[src/rtl/fifo_read_arbiter_pkg.sv]
// Shared FSM encodings, ID sizing and the round-robin selector for the FIFO read arbiter.
package fifo_read_arbiter_package;

  typedef logic [1:0] state_t;
  localparam state_t STOPPED  = 2'd0;
  localparam state_t RUNNING  = 2'd1;
  localparam state_t DRAINING = 2'd2;

  typedef struct packed {
    logic       found;
    logic [3:0] idx;
  } grant_t;

  function automatic int id_width(input int n);
    return (n > 2) ? $clog2(n) : 1;
  endfunction

  // Lowest-index set bit of mask at or after ptr, wrapping modulo n (n <= 16).
  function automatic grant_t rr_select(input logic [15:0] mask, input logic [3:0] ptr, input int n);
    grant_t     g;
    logic [5:0] j;
    g = '0;
    for (int k = 15; k >= 0; k--) begin
      if (k < n) begin
        j = {2'b00, ptr} + 6'(k);
        if (j >= 6'(n)) j = j - 6'(n);
        if (mask[j[3:0]]) begin
          g.found = 1'b1;
          g.idx   = j[3:0];
        end
      end
    end
    return g;
  endfunction

endpackage

[src/rtl/fifo_read_arbiter_buffer.sv]
// Circular buffer with a registered head word; push and pop in the same cycle keep occupancy.
// Caller guarantees no push when full and no pop when empty.
module fifo_read_arbiter_buffer #(
  parameter int WIDTH = 18,
  parameter int DEPTH = 4
) (
  input  logic                       clock_i,
  input  logic                       reset_n_i,
  input  logic                       push_i,
  input  logic [WIDTH-1:0]           push_dat_i,
  input  logic                       pop_i,
  output logic [WIDTH-1:0]           head_dat_o,
  output logic [$clog2(DEPTH):0]     occupancy_o
);

  localparam int AW = $clog2(DEPTH);

  logic [WIDTH-1:0] mem_q [DEPTH];
  logic [AW:0]      wr_q, wr_d;
  logic [AW:0]      rd_q, rd_d;
  logic [WIDTH-1:0] head_q, head_d;

  always_comb begin
    wr_d = wr_q + (AW+1)'(push_i);
    rd_d = rd_q + (AW+1)'(pop_i);
    // The new head is the word being written when the buffer is (or becomes) empty.
    if (push_i && (rd_d == wr_q)) head_d = push_dat_i;
    else                          head_d = mem_q[rd_d[AW-1:0]];
  end

  always_ff @(posedge clock_i) begin
    if (push_i) mem_q[wr_q[AW-1:0]] <= push_dat_i;
  end

  always_ff @(posedge clock_i) begin
    if (!reset_n_i) begin
      wr_q   <= '0;
      rd_q   <= '0;
      head_q <= '0;
    end else begin
      wr_q   <= wr_d;
      rd_q   <= rd_d;
      head_q <= head_d;
    end
  end

  assign head_dat_o  = head_q;
  assign occupancy_o = wr_q - rd_q;

endmodule

[src/rtl/fifo_read_arbiter.sv]
// Round-robin reader of NUM_REQUESTERS non-FWFT FIFOs into one stream; first word out READ_LATENCY+1
// cycles after issue; reads are issued only against free buffer credits, so output_ready backpressure never drops data.
module fifo_read_arbiter
  import fifo_read_arbiter_package::*;
#(
  parameter int NUM_REQUESTERS = 4,
  parameter int DATA_WIDTH     = 16,
  parameter int READ_LATENCY   = 1,
  parameter int BUFFER_DEPTH   = 4
) (
  input  logic                                   clock_i,
  input  logic                                   reset_n_i,
  input  logic                                   enable_i,
  input  logic [NUM_REQUESTERS-1:0]              requester_mask_i,
  input  logic [NUM_REQUESTERS-1:0]              fifo_empty_i,
  input  logic [NUM_REQUESTERS*DATA_WIDTH-1:0]   fifo_read_data_i,
  input  logic [NUM_REQUESTERS-1:0]              fifo_read_data_valid_i,
  output logic [NUM_REQUESTERS-1:0]              fifo_read_enable_o,
  output logic [DATA_WIDTH-1:0]                  output_data_o,
  output logic [id_width(NUM_REQUESTERS)-1:0]    output_id_o,
  output logic                                   output_valid_o,
  input  logic                                   output_ready_i,
  output logic                                   idle_o,
  output logic                                   protocol_error_o
);

  localparam int IDW = id_width(NUM_REQUESTERS);
  localparam int AW  = $clog2(BUFFER_DEPTH);
  localparam int BW  = DATA_WIDTH + IDW;
  localparam logic [AW+1:0] DEPTH_C = (AW+2)'(BUFFER_DEPTH);

  state_t                          state_q, state_d;
  logic [IDW-1:0]                  ptr_q, ptr_d;
  logic [READ_LATENCY-1:0]         tag_vld_q, tag_vld_d;
  logic [READ_LATENCY-1:0][IDW-1:0] tag_id_q, tag_id_d;
  logic                            perr_q, perr_d;

  logic [NUM_REQUESTERS-1:0] eligible;
  grant_t                    sel;
  logic [IDW-1:0]            gnt_idx;
  logic                      issue;
  logic [AW+1:0]             inflight;
  logic [AW:0]               occupancy;
  logic                      ret_vld;
  logic [IDW-1:0]            ret_id;
  logic [DATA_WIDTH-1:0]     ret_dat;
  logic [NUM_REQUESTERS-1:0] exp_vld;
  logic [BW-1:0]             head_dat;
  logic                      pop;

  assign eligible = requester_mask_i & ~fifo_empty_i;
  assign sel      = rr_select(16'(eligible), 4'(ptr_q), NUM_REQUESTERS);
  assign gnt_idx  = IDW'(sel.idx);

  always_comb begin
    inflight = '0;
    for (int s = 0; s < READ_LATENCY; s++) inflight = inflight + (AW+2)'(tag_vld_q[s]);
  end

  // Occupancy is the registered value, so a pop this cycle frees its credit only next cycle.
  assign issue = (state_q == RUNNING) && sel.found && (({1'b0, occupancy} + inflight) < DEPTH_C);

  always_comb begin
    for (int i = 0; i < NUM_REQUESTERS; i++) fifo_read_enable_o[i] = issue && (gnt_idx == IDW'(i));
  end

  assign ret_vld = tag_vld_q[READ_LATENCY-1];
  assign ret_id  = tag_id_q[READ_LATENCY-1];

  always_comb begin
    ret_dat = '0;
    exp_vld = '0;
    for (int i = 0; i < NUM_REQUESTERS; i++) begin
      if (ret_vld && (ret_id == IDW'(i))) begin
        ret_dat    = fifo_read_data_i[i*DATA_WIDTH +: DATA_WIDTH];
        exp_vld[i] = 1'b1;
      end
    end
  end

  always_comb begin
    tag_vld_d    = tag_vld_q;
    tag_id_d     = tag_id_q;
    tag_vld_d[0] = issue;
    tag_id_d[0]  = gnt_idx;
    for (int s = 1; s < READ_LATENCY; s++) begin
      tag_vld_d[s] = tag_vld_q[s-1];
      tag_id_d[s]  = tag_id_q[s-1];
    end

    ptr_d = ptr_q;
    if (issue) ptr_d = (gnt_idx == IDW'(NUM_REQUESTERS-1)) ? '0 : gnt_idx + IDW'(1);

    // Missing data for a live tag, or any stray valid, is latched until reset.
    perr_d = perr_q
           | (|(fifo_read_data_valid_i & ~exp_vld))
           | (ret_vld && !(|(fifo_read_data_valid_i & exp_vld)));

    state_d = state_q;
    case (state_q)
      STOPPED:  if (enable_i) state_d = RUNNING;
      RUNNING:  if (!enable_i) state_d = DRAINING;
      DRAINING: begin
        if (enable_i)                                   state_d = RUNNING;
        else if ((tag_vld_q == '0) && (occupancy == '0)) state_d = STOPPED;
      end
      default:  state_d = STOPPED;
    endcase
  end

  always_ff @(posedge clock_i) begin
    if (!reset_n_i) begin
      state_q   <= STOPPED;
      ptr_q     <= '0;
      tag_vld_q <= '0;
      tag_id_q  <= '0;
      perr_q    <= 1'b0;
    end else begin
      state_q   <= state_d;
      ptr_q     <= ptr_d;
      tag_vld_q <= tag_vld_d;
      tag_id_q  <= tag_id_d;
      perr_q    <= perr_d;
    end
  end

  assign pop = output_valid_o && output_ready_i;

  fifo_read_arbiter_buffer #(
    .WIDTH (BW),
    .DEPTH (BUFFER_DEPTH)
  ) u_buffer (
    .clock_i     (clock_i),
    .reset_n_i   (reset_n_i),
    .push_i      (ret_vld),
    .push_dat_i  ({ret_id, ret_dat}),
    .pop_i       (pop),
    .head_dat_o  (head_dat),
    .occupancy_o (occupancy)
  );

  assign output_valid_o   = (occupancy != '0);
  assign output_data_o    = head_dat[DATA_WIDTH-1:0];
  assign output_id_o      = head_dat[BW-1:DATA_WIDTH];
  assign idle_o           = (state_q == STOPPED);
  assign protocol_error_o = perr_q;

endmodule

[config.mk]
export PLATFORM = sky130hd
export DESIGN_NAME = fifo_read_arbiter
export DESIGN_NICKNAME = d
export VERILOG_FILES = /design/src/rtl/fifo_read_arbiter_pkg.sv /design/src/rtl/fifo_read_arbiter_buffer.sv /design/src/rtl/fifo_read_arbiter.sv
export SDC_FILE = /design/constraint.sdc
export NUM_CORES = 1
export LEC_CHECK = 0
export CORE_MARGIN = 8
export CORE_UTILIZATION = 55
export CTS_CLUSTER_SIZE = 28
export DETAILED_ROUTE_END_ITERATION = 10
export GPL_TIMING_DRIVEN = 0
export PLACE_DENSITY = 0.88
export SYNTH_ARGS = -nofsm -noshare
export SYNTH_HDL_FRONTEND = slang
export SYNTH_SLANG_ARGS = --single-unit
[constraint.sdc]
create_clock -name clock_i -period 5.8 [get_ports clock_i]
set_input_delay 1.16 -clock clock_i [delete_from_list [all_inputs] [get_ports clock_i]]
set_output_delay 1.16 -clock clock_i [all_outputs]
set_load 0.02 [all_outputs]
==> results.py, run 1 <==
metrics = {
    "sta": {
        "maxSlewViolCount": 0,
        "relSlewSlack_pct": 30.4,
        "period_share_pct": 87.4,
        "setup_violations": 0,
        "worst_slew_pin_slew_ps": 1040,
        "min_period_ps": 5070,
        "skew_ps": 14.9,
        "rsz0062_at_grt": "false",
        "hold_viol_final": 0,
        "finalSetupTns_ps": 0,
        "clock.fmax_mhz": 197,
    },
    "grt": {
        "grtUsageMet1_pct": 22.5,
        "grt-busiest-layer": "met2",
        "grt_max_degree": 20,
        "grt_pass1_wl_mm": 17.4,
        "antenna_found_initial": 0,
        "met2_usage_pct": 33.7,
        "grt_overflow": 0,
        "use_met3_pct": 3.43,
        "first_global_vias": 3429,
        "grt_usage_pct": 19.1,
    },
    "placed_design": {
        "dpl_cell_area_sq_um": 6110,
        "place.gp.congestion": 0.850,
        "hpwl_mm": 8.46,
        "place.port_buffers": 104,
    },
    "cts": {
        "clock_latency_ps": 360,
        "clk_pin_slew_worst_paths_ps": 90,
        "hold_buffers": 0,
        "numCtsBuffers": 9,
        "cts-root-buf": "clkbuf_8",
        "cts_resized": 0,
        "cts.sinks": 104,
        "cts_max_level": 3,
        "cts_setup_buffers": 0,
        "clockBufferDepth": 2,
        "cts_tree": "built",
    },
    "logic_synthesis": {
        "yosys_warnings": 0,
        "async_flop_share_pct": 0,
        "netlist_area_sq_um": 4900,
        "avgSynthCellArea_sq_um": 15.0,
        "yosys.area.top_type": "edfxtp_1",
        "synthCells": 326,
        "synth.area.top_cells": "edfxtp_1 (44%), mux4_2 (16%), dfxtp_1 (13%)",
        "synthFlopType": "edfxtp_1",
        "syn-num-nets": 419,
        "synth_edf_count": 72,
        "yosysSeqAreaShare_pct": 57.2,
        "synth.distinct_cells": 52,
        "ys_ff_latch": 104,
        "synthTopCellsByCount": "edfxtp_1 (72), mux4_2 (35), dfxtp_1 (32), nor2_1 (28), and2_1 (27)",
        "yosysMostFrequentCell": "edfxtp_1",
        "synth_top_area_share_pct": 44.1,
    },
    "setup_path": {
        "cp.arrival_ps": 3910,
        "required_ps": 4640,
        "worstSetupEndpointType": "output pin",
        "critPathLaunchType": "input port",
        "reg2reg_depth": 14,
        "critPathMaxFanout": 4,
        "critPathKind": "input port to output pin",
    },
    "drt": {
        "firstDrtPassIters": 7,
        "final_antenna_net_count": 0,
        "vias": 3237,
        "first_iter_violations": 234,
        "routedWlPerCell_um": 20.3,
        "routed_wl_mm": 11.3,
        "viasPerCell": 5.82,
        "drc": 0,
    },
    "hold_path": {
        "hold_depth": 0,
        "hp-class": "flop to flop",
    },
    "die": {
        "core-area_sq_um": 8680,
        "die_height_um": 110,
        "die_area_sq_um": 12200,
        "start_util_pct": 56.4,
        "io_pins": 105,
        "die_x_um": 110,
        "num_rows": 34,
    },
    "layout": {
        "antenna_cells": 0,
        "postLayoutCellArea_sq_um": 6290,
        "area_delta_synth_final_pct": 28.4,
        "drive_above_1_share_pct": 15.4,
        "finalNetCount": 536,
    },
    "power_and_ir_drop": {
        "vdd_drop_max_mv": 0.201,
        "leakage_nw": 2.32,
        "powerDensity_nw_per_um2": 342,
    },
    "flow_run": {
        "maxCapViolCount": 0,
    },
    "status": {
        "outcome": "finished clean",
    },
}
[cell families after synthesis]
group / count (synthesis) / share of synthesized area, %
DFF: 104 / 57.2
muxes: 59 / 21.1
adders and majority gates: 13 / 3.47
AOI/OAI and AO/OA: 26 / 3.63
and+or+nand+nor: 93 / 11.1
buffers and inverters: 24 / 2.27
xor gates and xnor gates: 7 / 1.25
[critical path: stages]
cell	delay, ps
clkdlybuf4s50_1	480
nand2b_1	190
mux4_2	450
o31a_1	140
nor2_1	230
mux2_2	390
ha_1	190
and2_1	130
clkdlybuf4s50_1	530
[layout make-up]
class | instances | area (sq um)
Buffer | 17 | 85.1
Clock buffer | 10 | 128
Clock inverter | 6 | 52.6
Fill cell | 596 | 2390
Inverter | 7 | 26.3
Multi-Input combinational cell | 198 | 1990
Sequential cell | 104 | 2800
Tap cell | 108 | 135
Timing Repair Buffer | 106 | 1070
[cell usage in the layout (no fill, tap or decap), drive strengths merged, types with 2 or more instances in the layout]
cell type | netlist | routed
xor2 | 2 | 2
buf | 9 | 11
dfxtp | 32 | 32
clkinvlp | 0 | 2
mux2 | 2 | 2
edfxtp | 72 | 72
nand2 | 7 | 7
and3 | 2 | 2
and3b | 3 | 3
xnor2 | 5 | 5
clkbuf | 8 | 18
ha | 12 | 12
inv | 7 | 10
nand2b | 6 | 6
nand3 | 2 | 2
and2 | 27 | 27
nor2 | 28 | 28
a31oi | 2 | 2
nor3b | 5 | 5
a21oi | 3 | 3
nor3 | 2 | 2
a211oi | 3 | 3
clkdlybuf4s50 | 0 | 104
mux2i | 22 | 22
o21ai | 8 | 8
mux4 | 35 | 35
[final timing paths]
check	startpoint	to	slack (ps)
worst min-delay path	ret_id[0]	u_buffer.mem_q[3][16]	510
worst max register to register	u_buffer.wr_q[0]	u_buffer.head_dat_o[17]	1610
worst max-delay path	fifo_empty_i[3]	fifo_read_enable_o[3]	730
worst min register to register	ret_id[0]	u_buffer.mem_q[3][16]	510
[per-stage QoR]
stage	std cells	util [%]	worst slack [ps]	hold slack, ps	power, mW
2_1_floorplan	326	-	1810	455	1.46
3_3_place_gp	538	70.0	734	464	1.74
3_5_place_dp	540	70.4	724	495	1.76
4_1_cts	556	72.5	710	516	2.17
5_1_grt	556	72.5	542	537	2.26
6_report	556	72.5	729	510	2.15
[registers in the layout, summed over array words and instances, names as in the netlist]
name	cells
protocol_error_o	1
u_buffer.head_dat_o	18
state_q	2
ret_id	2
u_buffer.rd_q	3
ptr_q	2
ret_vld	1
u_buffer.wr_q	3
u_buffer.mem_q	72
[per-layer routing]
| metal | wire [um] | part of all wire [%] |
|---|---|---|
| met2 | 5980 | 53 |
| met5 | 0 | 0 |
| met3 | 647 | 5.7 |
| met1 | 4440 | 39 |
| met4 | 212 | 1.9 |
[power breakdown]
group | internal [mW] | leakage (nW) | switching, mW
clock | 0.163 | 0.0854 | 0.253
sequential | 0.871 | 0.935 | 0.0289
combinational | 0.439 | 1.30 | 0.394
total | 1.47 | 2.32 | 0.677
Note: power is estimated with default switching activity, not from simulation.
==> inputs of run 2 (changes only) <==
--- a/config.mk
+++ b/config.mk
@@ -5,6 +5,7 @@
 export SDC_FILE = /design/constraint.sdc
 export NUM_CORES = 1
 export LEC_CHECK = 0
+export CORE_ASPECT_RATIO = 1.5
 export CORE_MARGIN = 8
 export CORE_UTILIZATION = 55
 export CTS_CLUSTER_SIZE = 28
==> run 2 against run 1 <==
Final cell count up 0.36%; hold slack worse by 24 ps; maximum frequency down 0.51%; utilization up 1.7 points; count of clock-buffer cells in the layout up 1; sequential cell count unchanged; worst setup slack worse by 26 ps; sequential share of layout area down 1.2 points; critical path depth unchanged; first-iteration DRC count down 6.0%; non-clock buffer count unchanged.
==> results.py, run 2 (synthesized netlist as in run 1, its figures left out) <==
metrics = {
    "layout": {
        "mostFrequentLayoutCells": "clkdlybuf4s50_1 (104), edfxtp_1 (72), mux4_2 (35), dfxtp_1 (32), and2_1 (27)",
        "register_area_sq_um": 2800,
        "antenna_cells": 0,
        "largest_register_ffs": 72,
        "fillers": 565,
        "drive_above_1_share_pct": 15.6,
        "finalNetCount": 536,
        "area_delta_synth_final_pct": 32.0,
        "multiInputGateArea_sq_um": 1990,
        "postLayoutCellArea_sq_um": 6470,
        "final_common_cell": "clkdlybuf4s50_1",
        "final_util_pct": 74.1,
    },
    "cts": {
        "cts-root-buf": "clkbuf_16",
        "cts_max_level": 3,
        "cts_tree": "built",
        "cts_setup_buffers": 0,
        "cts.sinks": 104,
        "hold_buffers": 0,
        "cts_resized": 0,
        "numCtsBuffers": 9,
        "clockBufferDepth": 2,
        "clock_latency_ps": 350,
        "clk_pin_slew_worst_paths_ps": 60,
    },
    "power_and_ir_drop": {
        "p_int_mw": 1.76,
        "swShare_pct": 28.6,
        "switching_power_uw": 703,
        "powerDensity_nw_per_um2": 381,
        "power_mw": 2.46,
        "combPwrFrac_pct": 34.9,
        "p_seq_share_pct": 36.7,
        "leakage_nw": 2.41,
        "clkPwrFrac_pct": 28.4,
        "vdd_drop_max_mv": 0.292,
    },
    "sta": {
        "setup_ws_ps": 703,
        "period_share_pct": 87.9,
        "finalSetupTns_ps": 0,
        "worst_slew_pin_slew_ps": 991,
        "clock.fmax_mhz": 196,
        "rsz0062_at_grt": "false",
        "relSlewSlack_pct": 33.9,
        "hold_viol_final": 0,
        "skew_ps": 8.53,
        "maxSlewViolCount": 0,
        "setup_violations": 0,
        "min_period_ps": 5100,
    },
    "setup_path": {
        "critPathKind": "input port to output pin",
        "critPathMaxFanout": 4,
        "r2r-start": "u_buffer.wr_q[0]",
        "crit_start": "fifo_empty_i[3]",
        "critPathLaunchType": "input port",
        "required_ps": 4640,
        "cp.arrival_ps": 3940,
        "worstSetupEndpointType": "output pin",
    },
    "drt": {
        "routedWlPerCell_um": 22.3,
        "viasPerCell": 5.93,
        "routed_wl_mm": 12.5,
        "drc": 0,
        "firstDrtPassIters": 4,
        "final_antenna_net_count": 0,
        "vias": 3308,
        "first_iter_violations": 220,
    },
    "die": {
        "die_height_um": 132,
        "die_x_um": 93.0,
        "die_area_sq_um": 12200,
        "io_pins": 105,
        "start_util_pct": 56.1,
        "num_rows": 42,
        "core-area_sq_um": 8720,
    },
    "grt": {
        "antenna_found_initial": 0,
        "grt_max_degree": 19,
        "first_global_vias": 3634,
        "grt_usage_pct": 21.2,
        "grt_overflow": 0,
        "grt_pass1_wl_mm": 19.5,
    },
    "placed_design": {
        "place.gp.congestion": 0.874,
        "dpl_cell_area_sq_um": 6110,
        "hpwl_mm": 8.58,
        "place.port_buffers": 104,
        "dp_slack_ps": 717,
    },
    "hold_path": {
        "hp-class": "flop to flop",
        "min-delay-start": "protocol_error_o",
    },
    "status": {
        "outcome": "finished clean",
    },
    "flow_run": {
        "maxCapViolCount": 0,
    },
}
==> run 2: final cells by class <==
| cell class | instances | area share, % |
|---|---|---|
| inverter | 7 | 0.406 |
| timing repair buffer | 106 | 16.6 |
| clock buffer | 11 | 3.91 |
| clock inverter | 5 | 1.59 |
| tap | 110 | 2.13 |
| buffer | 17 | 1.32 |
| sequential | 104 | 43.3 |
| multi-input combinational | 198 | 30.7 |
==> run 2: power by group through the flow <==
stage,Combinational (mW),Sequential (mW),Clock (mW)
after floorplan,0.476,0.985,0
after global placement,0.823,0.914,0
after detailed placement,0.850,0.918,0
after CTS,0.869,0.904,0.706
after global routing,0.921,0.911,0.728
final,0.860,0.903,0.699
==> run 2: per-layer routing <==
| layer | wire length [um] | GRT usage [%] | vias to the layer above | share of wire [%] |
|---|---|---|---|---|
| li1 | - | - | 1492 | - |
| met5 | 0 | 0 | - | 0 |
| met2 | 7250 | 39.7 | 120 | 58 |
| met1 | 4330 | 21.2 | 1675 | 35 |
| met3 | 560 | 4.96 | 21 | 4.5 |
| met4 | 319 | 8.91 | 0 | 2.6 |
==> run 2: stage by stage <==
| stage | hold slack, ps | instances |
|---|---|---|
| CTS | 486 | 558 |
| detailed placement | 471 | 542 |
| global route | 523 | 558 |
| global placement | 465 | 540 |
| finish | 486 | 558 |
| floorplan | 455 | 326 |
==> run 2: worst paths after layout <==
path / slack (ps) / cells past startpoint / to
setup / recovery: 700 / 9 / fifo_read_enable_o[3]
setup reg to reg: 1580 / 14 / u_buffer.head_dat_o[17]
hold reg to reg: 490 / 2 / protocol_error_o
hold / removal: 490 / 2 / protocol_error_o
==> run 2: worst max-delay path, stage by stage <==
cell and delay [ps]:
clkdlybuf4s50_1 480, nand2b_1 200, mux4_2 460, o31a_1 140
nor2_1 240, mux2_2 390, ha_1 200, and2_1 140
clkdlybuf4s50_1 530
==> inputs of run 3 (changes only) <==
--- a/config.mk
+++ b/config.mk
@@ -5,9 +5,11 @@
 export SDC_FILE = /design/constraint.sdc
 export NUM_CORES = 1
 export LEC_CHECK = 0
+export CELL_PAD_IN_SITES_DETAIL_PLACEMENT = 1
+export CELL_PAD_IN_SITES_GLOBAL_PLACEMENT = 2
 export CORE_ASPECT_RATIO = 1.5
 export CORE_MARGIN = 8
-export CORE_UTILIZATION = 55
+export CORE_UTILIZATION = 38
 export CTS_CLUSTER_SIZE = 28
 export DETAILED_ROUTE_END_ITERATION = 10
 export GPL_TIMING_DRIVEN = 0
==> run 3 against run 2 <==
Maximum frequency shrank 0.78%; worst setup slack lost 40 ps; first-iteration DRC count shrank 39%; critical path type unchanged; largest power group unchanged; critical endpoint is now fifo_read_enable_o[1]; clock power shrank 1%.
==> results.py, run 3 (synthesized netlist as in run 1, its figures left out) <==
metrics = {
    "status": {
        "outcome": "finished clean",
    },
    "cts": {
        "clockBufferDepth": 2,
        "cts.sinks": 104,
        "numCtsBuffers": 9,
        "cts-root-buf": "clkbuf_16",
        "cts_tree": "built",
        "cts_max_level": 3,
        "cts_resized": 0,
        "hold_buffers": 0,
        "clk_pin_slew_worst_paths_ps": 60,
        "cts_setup_buffers": 0,
        "clock_latency_ps": 340,
    },
    "setup_path": {
        "critPathMaxFanout": 4,
        "critPathLaunchType": "input port",
        "cp.arrival_ps": 3980,
        "r2r-start": "u_buffer.wr_q[0]",
        "reg2reg_depth": 14,
        "rrSetupSlack_ps": 1480,
        "critPathKind": "input port to output pin",
        "reg2reg_to": "u_buffer.head_dat_o[17]",
        "required_ps": 4640,
        "worstSetupEndpointType": "output pin",
    },
    "sta": {
        "rsz0062_at_grt": "false",
        "min_period_ps": 5140,
        "maxSlewViolCount": 0,
        "relSlewSlack_pct": 32.1,
        "worst_slew_pin_slew_ps": 1020,
        "finalSetupTns_ps": 0,
        "hold_viol_final": 0,
        "clock.fmax_mhz": 195,
        "setup_ws_ps": 662,
        "skew_ps": 6.09,
        "setup_violations": 0,
        "period_share_pct": 88.6,
    },
    "die": {
        "core-area_sq_um": 12800,
        "io_pins": 105,
        "start_util_pct": 38.4,
        "die_x_um": 109,
        "die_area_sq_um": 16900,
        "die_height_um": 155,
        "num_rows": 51,
    },
    "grt": {
        "first_global_vias": 3763,
        "antenna_found_initial": 0,
        "grt_pass1_wl_mm": 21.0,
        "grt_overflow": 0,
        "grt_max_degree": 19,
        "grt_usage_pct": 16.5,
    },
    "power_and_ir_drop": {
        "power_mw": 2.45,
        "switching_power_uw": 705,
        "p_seq_share_pct": 36.8,
        "vdd_drop_max_mv": 0.150,
        "combPwrFrac_pct": 35.1,
        "clkPwrFrac_pct": 28.1,
        "powerDensity_nw_per_um2": 376,
        "leakage_nw": 2.40,
        "swShare_pct": 28.7,
        "p_int_mw": 1.75,
    },
    "drt": {
        "firstDrtPassIters": 4,
        "wl_met3_um": 564,
        "route.met2.wl_mm": 7.80,
        "final_antenna_net_count": 0,
        "routed_wl_mm": 13.5,
        "routedWlPerCell_um": 22.3,
        "vias": 3287,
        "drc": 0,
        "maxUsedRoutingLayer": "met4",
        "first_iter_violations": 134,
        "viasPerCell": 5.42,
        "wirelength_met1_mm": 4.94,
    },
    "placed_design": {
        "dpl_cell_area_sq_um": 6180,
        "place.gp.congestion": 0.881,
        "hpwl_mm": 10.2,
        "dp_slack_ps": 663,
        "place.port_buffers": 104,
    },
    "layout": {
        "antenna_cells": 0,
        "drive_above_1_share_pct": 15.0,
        "final_common_cell": "clkdlybuf4s50_1",
        "mostFrequentLayoutCells": "clkdlybuf4s50_1 (104), edfxtp_1 (72), mux4_2 (35), dfxtp_1 (32), and2_1 (27)",
        "largest_register_ffs": 72,
        "postLayoutCellArea_sq_um": 6530,
        "fillers": 1288,
        "final_util_pct": 51.1,
        "area_delta_synth_final_pct": 33.2,
        "finalNetCount": 536,
    },
    "hold_path": {
        "min-delay-start": "protocol_error_o",
        "hold_depth": 2,
        "worstHoldEndpoint": "protocol_error_o",
        "hp-class": "flop to flop",
    },
    "flow_run": {
        "maxCapViolCount": 0,
    },
}
run 3: cell count changes in the layout (fill, tap and decap cells not counted):
| cell | change |
|---|---|
| clkinv_2 | -1 |
| clkinvlp_4 | -1 |
| buf_8 | -1 |
| buf_16 | +1 |
| clkbuf_8 | -1 |
| clkbuf_1 | +3 |
run 3: worst max path at each step:
stage                             to  cells past startpoint       startpoint  slack (ps)
2_1_floorplan  fifo_read_enable_o[1]                      7  fifo_empty_i[1]        1810
3_3_place_gp   fifo_read_enable_o[3]                      9  fifo_empty_i[3]         680
3_5_place_dp   fifo_read_enable_o[1]                      9  fifo_empty_i[3]         660
4_1_cts        fifo_read_enable_o[1]                      9  fifo_empty_i[3]         650
5_1_grt        fifo_read_enable_o[1]                      9  fifo_empty_i[3]         540
6_report       fifo_read_enable_o[1]                      9  fifo_empty_i[3]         660
run 3: metrics by stage:
step | instances | hold WS [ps]
after global placement | 589 | 466
after global routing | 607 | 540
after CTS | 607 | 515
after detailed placement | 591 | 500
after floorplan | 326 | 455
final | 607 | 513
run 3: power groups by stage:
stage | combinational, mW | clock [mW] | sequential [mW]
finish | 0.861 | 0.689 | 0.904
global route | 0.926 | 0.718 | 0.911
CTS | 0.879 | 0.698 | 0.905
detailed placement | 0.873 | 0 | 0.920
global placement | 0.845 | 0 | 0.916
floorplan | 0.476 | 0 | 0.985
run 3: critical path: stages:
cell and delay (ps):
clkdlybuf4s50_1 490, nand2b_1 200, mux4_2 470, o31a_1 160
nor2_1 230, mux2_2 380, ha_1 200, and2_1 140
clkdlybuf4s50_1 550
run 3: layer usage:
| layer | global-route usage (%) | up-vias |
|---|---|---|
| met4 | 6.22 | 0 |
| met2 | 31.7 | 84 |
| met5 | 0 | - |
| met1 | 17.2 | 1703 |
| met3 | 2.69 | 14 |
| li1 | - | 1486 |
run 3: final cells by class:
class	count	area (sq um)	share of cell area [%]
repair buffers	106	1080	16.6
well taps	159	199	3.05
multi-input cells	198	1990	30.5
inverters	7	26.3	0.403
clock inverters	3	90.1	1.38
clock buffers	13	250	3.84
flip-flops and latches	104	2800	43.0
plain buffers	17	85.1	1.30
==> variant 1, RTL diff (config.mk and constraints of run 3) <==
The parameter `DATA_WIDTH` goes from 16 to 24.
--- a/src/rtl/fifo_read_arbiter.sv
+++ b/src/rtl/fifo_read_arbiter.sv
@@ -6,3 +6,3 @@
   parameter int NUM_REQUESTERS = 4,
-  parameter int DATA_WIDTH     = 16,
+  parameter int DATA_WIDTH     = 24,
   parameter int READ_LATENCY   = 1,
Interface: changed (resized fifo_read_data_i and output_data_o); port bits go from 105 to 145. No check against the original RTL was run, so the function may have changed too.
==> variant 1 against run 3 <==
  * Clock power increased by 61%
  * Design area grew 35%
  * Via count increased by 25%
  * Maximum frequency about the same
  * Non-clock buffer count grew 43
  * Power grew 55%
  * Synthesized area rose by 33%
  * Worst setup slack got worse by 0.0029 ns
  * Hold slack lost 0.034 ns
  * Sequential cell count is 40 higher
  * Global-route usage is 0.40 points higher
  * First-iteration DRC count rose by 92%
  * Die area up 29%
  * Routed wire length up 36%
  * Critical path type unchanged
  * Critical endpoint is now fifo_read_enable_o[2]
  * Largest cell class unchanged
==> variant 1: results (changes against run 3) <==
relative contribution of the clock network to total power=29.1% (+1.0 points); total of buffers placed on input and output ports=143 (+38%); clock buffer count from CTS=17 (+8); instance area at placement=8230 sq um (+33%); hpwl dp=12600 microns (+23%); Setup Slack @ Placement=0.692 ns (+0.0286 ns); number of antenna violations at the first check in global routing=1 (+1); via count of the first global-routing pass=4684 (+24%); flip-flop count of the largest register, all copies and words added=104 (+44%); Synth cell types=41 (-21%); power per cell area=431 nW/um^2 (+15%); P_int=2640 uW (+51%); number of clock buffer instances in the layout=19 (+6); Post-synth EDFFs=104 (+44%); count of multi-input combinational gates=218 (+10%); detailed router's first-iteration violation count=257 (+92%); Rel. slew slack=36.4% (+4.3 points); insertion delay of the later-clocked pin in the worst-skew pair=0.42 ns (+0.08 ns); fraction of the mapped netlist area in adder cells=2.61% (-0.86 points); gp weighted congestion=0.750 (-15%); status=complete, no violations; number of instances in the synthesized netlist=391 (+20%); Clock buffers and inverters, area share=6.78% (+1.6 points); top cells by count, synth=104 x sky130_fd_sc_hd__edfxtp_1, 52 x sky130_fd_sc_hd__mux4_2, 40 x sky130_fd_sc_hd__dfxtp_1; Buffers excl. clock=166 (+35%); clock tree sinks=144 (+38%); All-Layer GR Usage=16.9% (+0.40 points); via density per instance=5.27 (-2.7%); level count of the clock H-tree=4 (+1); multi-input logic portion of the cell area=28.0% (-2.5 points); vias after detailed routing=4096 (+25%); total inserted antenna cells=1 (+1)
==> variant 1: final timing paths <==
kind | startpoint | to | slack [ns] | cells past startpoint
max reg2reg | u_buffer.wr_q[0]$_SDFF_PN0_ | u_buffer.head_dat_o[21]$_SDFF_PN0_ | 1.86 | 13
max | fifo_empty_i[3] | fifo_read_enable_o[2] | 0.66 | 10
min reg2reg | state_q[1]$_SDFFE_PN0P_ | state_q[0]$_SDFFE_PN0P_ | 0.48 | 1
min | state_q[1]$_SDFFE_PN0P_ | state_q[0]$_SDFFE_PN0P_ | 0.48 | 1
==> variant 1: worst max-delay path: cells and delay by family <==
| family | cells | cell delay [ns] |
|---|---|---|
| AND/OR/NAND/NOR | 2 | 0.32 |
| buffers and inverters | 3 | 1.12 |
| AO/OA/AOI/OAI | 3 | 0.74 |
| multiplexers | 1 | 0.49 |
| adder cells (fa/ha/maj) | 1 | 0.14 |
==> variant 2, RTL diff (settings of run 3) <==
Made on the original files. Reset style: asynchronous (`reset_n_i`), changed in 2 clocked blocks.
--- a/src/rtl/fifo_read_arbiter_buffer.sv
+++ b/src/rtl/fifo_read_arbiter_buffer.sv
@@ -34,3 +34,3 @@
 
-  always_ff @(posedge clock_i) begin
+  always_ff @(posedge clock_i or negedge reset_n_i) begin
     if (!reset_n_i) begin
--- a/src/rtl/fifo_read_arbiter.sv
+++ b/src/rtl/fifo_read_arbiter.sv
@@ -110,3 +110,3 @@
 
-  always_ff @(posedge clock_i) begin
+  always_ff @(posedge clock_i or negedge reset_n_i) begin
     if (!reset_n_i) begin
Function: differs if reset_n_i is asserted again (counterexample within 4 cycles, from zero or initial values and one cycle with reset_n_i low); with reset_n_i held inactive, the same outputs for 10 cycles.
==> variant 2 against run 3 <==
  * Design area down 3.4%
  * Worst setup slack worse by 0.30 ns
  * Sequential cell count unchanged
  * Combinational power up 78%
  * Routed wire length down 12%
  * Power up 29%
  * Maximum frequency down 5.5%
  * Synthesized area down 3.6%
  * Critical path type unchanged
  * Critical endpoint is now fifo_read_enable_o[3]
==> variant 2: results (changes against run 3) <==
status=complete, no violations; top cells by count, synth=72 x sky130_fd_sc_hd__edfxtp_1, 35 x sky130_fd_sc_hd__mux4_2, 32 x sky130_fd_sc_hd__dfrtp_1; gp weighted congestion=0.778 (-12%); number of instances in the synthesized netlist=265 (-19%); postcts setup bufs=0 (unchanged); critical path peak fanout=3 (-1); per-cell routed wire length=21.8 microns (-2.0%); largest incremental delay on the critical path=0.61 ns (+0.06 ns); maximum number of pins on one net before global-route repair=33 (+14); met3 track demand over resource in global routing=3.22% (+0.53 points); met1 GRT Util=16.0% (-1.2 points); total of fill cells in the finished design=1182 (-8.2%); All-Layer GR Usage=14.9% (-1.6 points); Synth cell types=33 (-37%); Most used DFF post-synth=sky130_fd_sc_hd__edfxtp_1; Setup Slack @ Placement=0.432 ns (-0.232 ns); kind of cell adding the most delay to the critical path=buffers and inverters; length of the first detailed-routing pass in iterations=4 (unchanged); number of cells after detailed placement=527 (-11%); share of async-settable or async-resettable flops after synthesis=30.8% (+31 points); cell with the largest stage delay on the worst path=sky130_fd_sc_hd__clkdlybuf4s50_1; clock buffer count from CTS=9 (unchanged); number of non-filler instances in the completed layout=543 (-11%); Yosys warning total=0 (unchanged); post-synthesis sequential area ratio=62.7% (+5.5 points); total of cells resized after clock tree synthesis=0 (unchanged); fraction of layout instances using a drive strength above 1=20.9% (+6.0 points); Reg-to-Reg Start=u_buffer.wr_q[0]$_DFF_PN0_; Global Route met2 Usage=27.8% (-3.9 points); startpoint of the worst hold path=state_q[1]$_DFFE_PN0P_; nets in the synthesized netlist=358 (-15%); level count of the clock H-tree=3 (unchanged); net count reported at finish=475 (-11%); clock transition time at the flip-flop clock pins of the worst setup and hold paths=0.06 ns (about the same); flip-flop count of the largest register, all copies and words added=72 (unchanged); endpoint arrival time on the critical path=4.27 ns (+0.29 ns); via density per instance=5.14 (-5.1%); instance area at placement=6010 sq um (-2.8%); start point of the critical path=fifo_empty_i[0]; buffer type at the clock tree root=sky130_fd_sc_hd__clkbuf_16; slew at the pin with the worst max-slew slack=1.03 ns (+0.00788 ns); top cells by area in the synthesized netlist=sky130_fd_sc_hd__edfxtp_1 46%, sky130_fd_sc_hd__dfrtp_1 17%, sky130_fd_sc_hd__mux4_2 17%; worst-case vdd ir drop=0.000213 V (+42%); LEAKAGE=0.00229 uW (-4.9%); Max Clock Skew=0.00523 ns (-0.000864 ns); via count of the first global-routing pass=3304 (-12%); hpwl dp=8580 microns (-16%); global-route wire length before repair=18600 microns (-12%); final design utilization=51.1% (about the same)
## variant 2: changes by cell type in the layout (fill, tap and decap cells not counted), sizes merged, moves of 6 or more
| cell | before | now |
|---|---|---|
| dfrtp | 0 | 32 |
| dfxtp | 32 | 0 |
| nor2 | 28 | 8 |
| mux2 | 2 | 21 |
| mux2i | 22 | 7 |
| and2 | 27 | 21 |
## variant 2: final cells by class
cell class,count,area share (%)
repair buffers,106,17.3
well taps,156,3.10
flip-flops and latches,104,47.0
inverters,6,0.357
multi-input cells,144,26.9
clock inverters,6,0.953
clock buffers,10,3.63
plain buffers,11,0.734
## variant 2: power breakdown
| group | switching, uW | total (uW) | internal [uW] | leakage (uW) |
|---|---|---|---|---|
| Sequential | 77.8 | 1060 | 982 | 0.00105 |
| Combinational | 736 | 1530 | 794 | 0.00110 |
| Clock | 254 | 586 | 332 | 0.000138 |
## variant 2: cells by family after synthesis
group,Yosys count,synth area share (%)
flops,104,62.7
mux,63,23.2
simple gates,44,5.32
compound gates,17,2.41
buf+inv,17,1.46
fa+ha+maj,13,3.60
xor+xnor,7,1.30
## variant 2: path summary, 6_finish.rpt
check                                                     to  slack [ns]  depth (start not counted)
max                                    fifo_read_enable_o[3]        0.37                         10
min reg2reg                           state_q[0]$_DFFE_PN0P_        0.50                          1
min                                   state_q[0]$_DFFE_PN0P_        0.50                          1
min in group asynchronous   u_buffer.head_dat_o[8]$_DFF_PN0_        0.91                          1
max in group asynchronous  u_buffer.head_dat_o[11]$_DFF_PN0_        4.38                          1
max reg2reg                u_buffer.head_dat_o[11]$_DFF_PN0_        1.40                         14
## variant 2: routing by layer
metal | share of wire (%) | vias to the layer above
li1 | - | 1277
met1 | 38 | 1425
met2 | 56 | 77
met3 | 4.3 | 11
met4 | 1.4 | 0
met5 | 0 | -
